`src/rtl/pipeline_hazard_ctrl.sv`:
```
// Stall/flush controller for the 5-stage pipeline: hazard detection,
// data-memory wait FSM with timeout, and saturating perf counters.
module pipeline_hazard_ctrl #(
    parameter int TIMEOUT = 64,
    parameter int CNT_W   = 16
) (
    input  logic             clk,
    input  logic             rst,
    input  logic             forward_en,
    input  logic [3:0]       src1,
    input  logic [3:0]       src2,
    input  logic             two_src,
    input  logic             id_valid,
    input  logic [3:0]       exe_dest,
    input  logic             exe_wb_en,
    input  logic             exe_mem_r_en,
    input  logic [3:0]       mem_dest,
    input  logic             mem_wb_en,
    input  logic             mem_access,
    input  logic             mem_ready,
    input  logic             branch_taken,
    output logic             mem_start,
    output logic             freeze_if,
    output logic             freeze_pipe,
    output logic             flush_if,
    output logic             flush_id,
    output logic             mem_error,
    output logic [CNT_W-1:0] stall_cnt,
    output logic [CNT_W-1:0] flush_cnt
);

    localparam int WC_W = $clog2(TIMEOUT + 1);

    typedef enum logic {S_IDLE, S_WAIT} state_t;

    state_t          state, state_nxt;
    logic [WC_W-1:0] wait_cnt, wait_cnt_nxt;
    logic            err_set;
    logic            start_raw, fpipe_raw;
    logic            m1_exe, m2_exe, m1_mem, m2_mem;
    logic            hazard;

    always_ff @(posedge clk or posedge rst) begin
        if (rst) begin
            state     <= S_IDLE;
            wait_cnt  <= '0;
            mem_error <= 1'b0;
        end else begin
            state    <= state_nxt;
            wait_cnt <= wait_cnt_nxt;
            if (err_set)
                mem_error <= 1'b1;
        end
    end

    always_comb begin
        state_nxt    = state;
        wait_cnt_nxt = wait_cnt;
        start_raw    = 1'b0;
        fpipe_raw    = 1'b0;
        err_set      = 1'b0;
        unique case (state)
            S_IDLE: begin
                if (mem_access) begin
                    start_raw    = 1'b1;
                    fpipe_raw    = 1'b1;
                    state_nxt    = S_WAIT;
                    wait_cnt_nxt = WC_W'(1);
                end
            end
            S_WAIT: begin
                if (mem_ready) begin
                    state_nxt    = S_IDLE;
                    wait_cnt_nxt = '0;
                end else if (wait_cnt == WC_W'(TIMEOUT)) begin
                    // Give up on the SRAM: release the pipe and flag it.
                    err_set      = 1'b1;
                    state_nxt    = S_IDLE;
                    wait_cnt_nxt = '0;
                end else begin
                    fpipe_raw    = 1'b1;
                    wait_cnt_nxt = wait_cnt + WC_W'(1);
                end
            end
            default: state_nxt = S_IDLE;
        endcase
    end

    assign m1_exe = id_valid & (src1 == exe_dest);
    assign m2_exe = two_src & (src2 == exe_dest);
    assign m1_mem = id_valid & (src1 == mem_dest);
    assign m2_mem = two_src & (src2 == mem_dest);

    always_comb begin
        if (forward_en)
            hazard = exe_mem_r_en & (m1_exe | m2_exe);
        else
            hazard = (exe_wb_en & (m1_exe | m2_exe))
                   | (mem_wb_en & (m1_mem | m2_mem));
    end

    // Memory freeze masks branch and hazard; they re-evaluate on release.
    always_comb begin
        mem_start   = 1'b0;
        freeze_pipe = 1'b0;
        freeze_if   = 1'b0;
        flush_if    = 1'b0;
        flush_id    = 1'b0;
        if (!rst) begin
            mem_start   = start_raw;
            freeze_pipe = fpipe_raw;
            if (fpipe_raw) begin
                freeze_if = 1'b1;
            end else if (branch_taken) begin
                flush_if = 1'b1;
                flush_id = 1'b1;
            end else if (hazard) begin
                freeze_if = 1'b1;
                flush_id  = 1'b1;
            end
        end
    end

    always_ff @(posedge clk or posedge rst) begin
        if (rst) begin
            stall_cnt <= '0;
            flush_cnt <= '0;
        end else begin
            if (freeze_if && stall_cnt != '1)
                stall_cnt <= stall_cnt + CNT_W'(1);
            if (flush_if && flush_cnt != '1)
                flush_cnt <= flush_cnt + CNT_W'(1);
        end
    end

endmodule

```
`config.mk`:
```
export PLATFORM = sky130hd
export DESIGN_NAME = pipeline_hazard_ctrl
export DESIGN_NICKNAME = d
export VERILOG_FILES = /design/src/rtl/pipeline_hazard_ctrl.sv
export SDC_FILE = /design/constraint.sdc
export NUM_CORES = 1
export LEC_CHECK = 0
export BUFFER_PORTS_ARGS = -buffer_cell sky130_fd_sc_hd__buf_2
export CAP_MARGIN = 20
export CORE_UTILIZATION = 47
export DETAILED_ROUTE_END_ITERATION = 8
export HOLD_SLACK_MARGIN = 0.05
export PLACE_DENSITY_LB_ADDON = 0.08
export SLEW_MARGIN = 20
export SYNTH_ARGS = -nofsm -noshare
export SYNTH_HDL_FRONTEND = slang
export SYNTH_SLANG_ARGS = --single-unit
```
`constraint.sdc`:
```
create_clock -name clk -period 2.3 [get_ports clk]
set_clock_uncertainty 0.1 [all_clocks]
set_input_delay 0.115 -clock clk [delete_from_list [all_inputs] [get_ports clk]]
set_output_delay 0.115 -clock clk [all_outputs]
set_load 0.005 [all_outputs]
```
Word level (Yosys, flattened, before mapping). Index checks and enable logic that the tools add are counted.

Output and inout port bits: 38. Register bits: 41. Logic and storage cells: 54.

Mux-type cells: 25. Add/subtract/negate cells: 3. Eq/ne operators: 8. Bitwise logic cells: 11. Reduce and logical (&&, ||, !) cells: 2.

Operator list (number): $add 16x1->16 const B (2); $ne 16x16->1 const B (2); $mux 7 (3); $mux 1 (20); $eq 4x4->1 (4); $pmux 7 s2 (1); $add 7x1->7 const B (1); $and 1x1->1 (7); $eq 7x7->1 const B (1); $or 1x1->1 (3); $logic_and 1x1->1 (2); $ne 2x2->1 const B (1); $pmux 1 s2 (1); $not 1->1 (1).

Logic depth before layout (Yosys ltp).
Depth after elaboration: 11. Mapped depth: 10. Depth with buffers taken out: 9.

Worst setup path after synthesis. OpenSTA, ideal clock, no wires.

Path kind: input to register. From: input rst. To: register stall_cnt[8]. Buffers on the path: 2. Setup time: 0.079 ns. Cell stages on the path: 6. Slack: 0.099 ns. Arrival: 2.022 ns. Path through: buf_2 inv_1 o211ai_1 buf_2 nor3_1 xor2_1.

Word-level cells in the longest chain between the ends: 2.

Ends and longest elaborated chain: start: declaration (RTL line 8) `input logic rst,`; $mux 1 (RTL line 109) `if (!rst) begin`; $logic_and 1x1->1 (RTL line 129) `if (freeze_if && stall_cnt != '1)`; end signal: assignment (RTL line 130) `stall_cnt <= stall_cnt + CNT_W'(1);`; end: declaration (RTL line 28) `output logic [CNT_W-1:0] stall_cnt,`.

Every way passes these cells. A chain may end at the register's enable or synchronous reset.

Worst setup path in the final report.
From: register wait_cnt[4]. To: output freeze_if.

Word-level cells in the longest chain between the ends: 6.

Ends and longest elaborated chain: start: declaration (RTL line 37) `logic [WC_W-1:0] wait_cnt, wait_cnt_nxt;`; start signal: assignment (RTL line 50) `wait_cnt <= wait_cnt_nxt;`; $eq 7x7->1 (RTL line 75) `end else if (wait_cnt == WC_W'(TIMEOUT)) begin`; $mux 1 (RTL line 75); $mux 1 (RTL line 72) `if (mem_ready) begin`; $pmux 1 s2 (RTL line 62) `unique case (state)`; net fpipe_raw (RTL line 39) `logic start_raw, fpipe_raw;`; $mux 1 (RTL line 112) `if (fpipe_raw) begin`; $mux 1 (RTL line 109); end: declaration (RTL line 23) `output logic freeze_if,`.

The timed path passes the listed nets, and every way through them passes these cells.

==> impl_metrics.csv <==
group,metric,value,unit
synth,yosys_warnings,0,
clocking,cts_buffers,5,
hold_path,hp-class,"in -> reg",
power,p_total,0.00201,W
clocking,path_clk_slew,0.08,ns
timing,worstMarginPinSlew,0.515,ns
synth,yosys-top-cells-count,"dfrtp_1, xor2_1, nand2_1",
synth,synth_edf_count,0,
timing,slew_headroom,65.7,%
die,ios,65,
cells_and_area,num-nets-final,334,
die,die_x,71.5,um
placement,io_buffers,64,
global_routing,antenna_found_initial,0,
timing,timing.setup.tns,0,ns
detailed_routing,first_pass_iters,4,
synth,synth_cell_types,40,
detailed_routing,postRouteAntennaNets,0,
synth,avgSynthCellArea,10.1,um2
power,power.leakage,1.47,nW
synth,synth_top_area_share,45.2,%
hold_path,worstHoldStart,"branch_taken",
worst_setup_path,path_common_cell,"nor2_1",
worst_setup_path,critPathMaxFanout,5,
timing,min_period_over_period,91.3,%
clocking,clock-sinks,41,
worst_setup_path,r2r_cells,9,
hold_path,min_path_cells,3,
flow_run,cap_violations,0,
global_routing,grt_pass1_wl,7960,um
synth,ys_seq_elements,41,
worst_setup_path,critPathLaunchType,"flop",
worst_setup_path,path_cells,"nor4_4, a31o_2, nand2_8, nor2_1, nor2_1, buf_2",
placement,globalplace.congestion,0.787,
global_routing,grt_usage,20.0,%
global_routing,grt_max_degree,42,
worst_setup_path,cp_top_family,"simple AND/OR/NAND/NOR gates",
worst_setup_path,path_buf_inv,1,
timing,max_freq,0.476,GHz
timing,rsz0062_at_grt,"false",
worst_setup_path,cp-end-kind,"output port",
synth,synth-seq-area-share,45.2,%
synth,synth.most_common_cell,"dfrtp_1",
worst_setup_path,critPathArrivalTime,1.88,ns
synth,yosysTopAreaCell,"dfrtp_1",
detailed_routing,vias,1854,
power,p_per_area,705,nW/um2
synth,yosys-top-cells-area,"dfrtp_1, xor2_1, xnor2_1, nand2_1, nor2_1",
worst_setup_path,critPathMaxStageDelay,0.44,ns
timing,hold_viol,0,
die,die_h,71.5,um
detailed_routing,routed_wl,4600,um
placement,dp_hpwl,3480,um
detailed_routing,wl_per_cell,12.9,um
global_routing,grt_pass1_vias,1814,
synth,ys_async_sr_fraction,100,%
hold_path,hold_path_end,"flush_cnt[0]",
die,rows,24,
worst_setup_path,crit_type,"reg -> out",
clocking,htree_levels,2,
worst_setup_path,worstPathRequired,2.09,ns
synth,synth_ff_type,"dfrtp_1",
clocking,cts_tree,"done",
cells_and_area,drive_gt1_share,32.6,%
die,die_area,5110,um2
timing,maxSlewViolCount,0,
worst_setup_path,cp_slowest_cell,"dfrtp_1",
power,worst_ir_drop_vdd,0.337,mV
die,coreArea,4500,um2
worst_setup_path,r2r-end,"stall_cnt[1]",
cells_and_area,area_growth,25.6,%
timing,final-setup-viol-count,0,
synth,synth_cells,224,
detailed_routing,viasPerCell,5.21,
synth,synthesis.nets,255,
worst_setup_path,rrSetupSlack,0.25,ns
run_status,status,"finished clean",
timing,fin_crit,2.10,ns
worst_setup_path,r2r-start,"stall_cnt[1]",
die,start_util,50.4,%
detailed_routing,drt_iter0_markers,71,
clocking,clk_path_buf_depth,2,
synth,netlist_area,2270,um2
global_routing,overflow,0,
detailed_routing,post-route-drc-count,0,
clocking,root_buffer,"clkbuf_8",
clocking,clk_latency,0.29,ns
cells_and_area,antenna_cells,0,
==> per-layer routing <==
metal | up-vias | global-route usage, % | part of all wire (%)
met5 | - | 0 | 0
met4 | 0 | 8.71 | 2.2
met3 | 9 | 4.36 | 3.3
met2 | 41 | 34.1 | 48
met1 | 880 | 24.6 | 47
li1 | 924 | - | -
==> worst register-to-register path, delay by kind of cell (launching register included) <==
kind                       cells  cell delay, ns
AOI/OAI and AO/OA              1            0.11
adders and majority gates      1            0.20
buffers and inverters          2            0.25
DFF                            1            0.39
muxes                          1            0.31
and+or+nand+nor                4            0.56
==> where the power goes <==
part	total [W]	switching, W	internal, W
registers	0.000935	0.000116	0.000819
clock network	0.000598	0.000245	0.000353
logic	0.000475	0.000226	0.000249
==> what timing repair did <==
item | CTS | global route
setup buffers | 0 | 2
gates resized for setup | 0 | 2
endpoints found under the hold margin | 43 | 0
hold buffers | 3 | 0
endpoints found under the setup margin | 0 | 14
==> state kept, by name (all words and copies together) (netlist names) <==
register and count:
state 1, mem_error 1, flush_cnt 16, wait_cnt 7
stall_cnt 16
==> layout by cell type, fill, tap and decap left out, drive strengths merged, types with 2 or more instances in the layout <==
master	n
inv	5
nand2	27
a31oi	2
o22ai	2
mux2	7
o21ai	6
and2b	2
nor3	5
nand2b	3
dlygate4sd3	3
xnor2	14
ha	4
nor4	8
and3	8
buf	73
dfrtp	41
nand3	15
nand4	5
o31ai	3
clkbuf	6
nor2	23
xor2	28
==> through the flow <==
step	worst slack, ns	instance area [um2]	utilization [%]	hold WS, ns	cells
finish	0.201	2850	63.2	0.145	356
global route	0.0434	2850	63.2	0.164	356
CTS	0.103	2830	62.9	0.112	354
detailed placement	0.124	2680	59.5	0.264	343
global placement	0.132	2680	59.5	0.262	343
floorplan	0.0986	2270	-	0.101	224
==> cell families after synthesis <==
logic type / after synthesis / synth area share (%)
buf+inv: 9 / 1.93
mux: 7 / 3.48
simple gates: 102 / 25.5
flops: 41 / 45.2
xor+xnor: 42 / 16.2
compound gates: 19 / 5.41
fa+ha+maj: 4 / 2.21
==> final cells by class <==
type | count | area [um2]
Fill cell | 406 | 1660
Multi-Input combinational cell | 174 | 1200
Sequential cell | 41 | 1030
Timing Repair Buffer | 76 | 418
Clock buffer | 6 | 82.6
Tap cell | 52 | 65.1
Clock inverter | 2 | 37.5
Inverter | 5 | 18.8
==> worst max-delay path by stage <==
stage                startpoint             to  slack (ns)  depth (start not counted)
global placement    wait_cnt[4]  flush_cnt[15]        0.13                          8
global route        wait_cnt[4]      freeze_if        0.04                          6
finish              wait_cnt[4]      freeze_if        0.20                          6
detailed placement  wait_cnt[4]   stall_cnt[5]        0.12                          7
CTS                 wait_cnt[4]   stall_cnt[5]        0.10                          7
floorplan                   rst   stall_cnt[8]         0.1                          6
No activity file was read; power rests on OpenSTA's default activity.
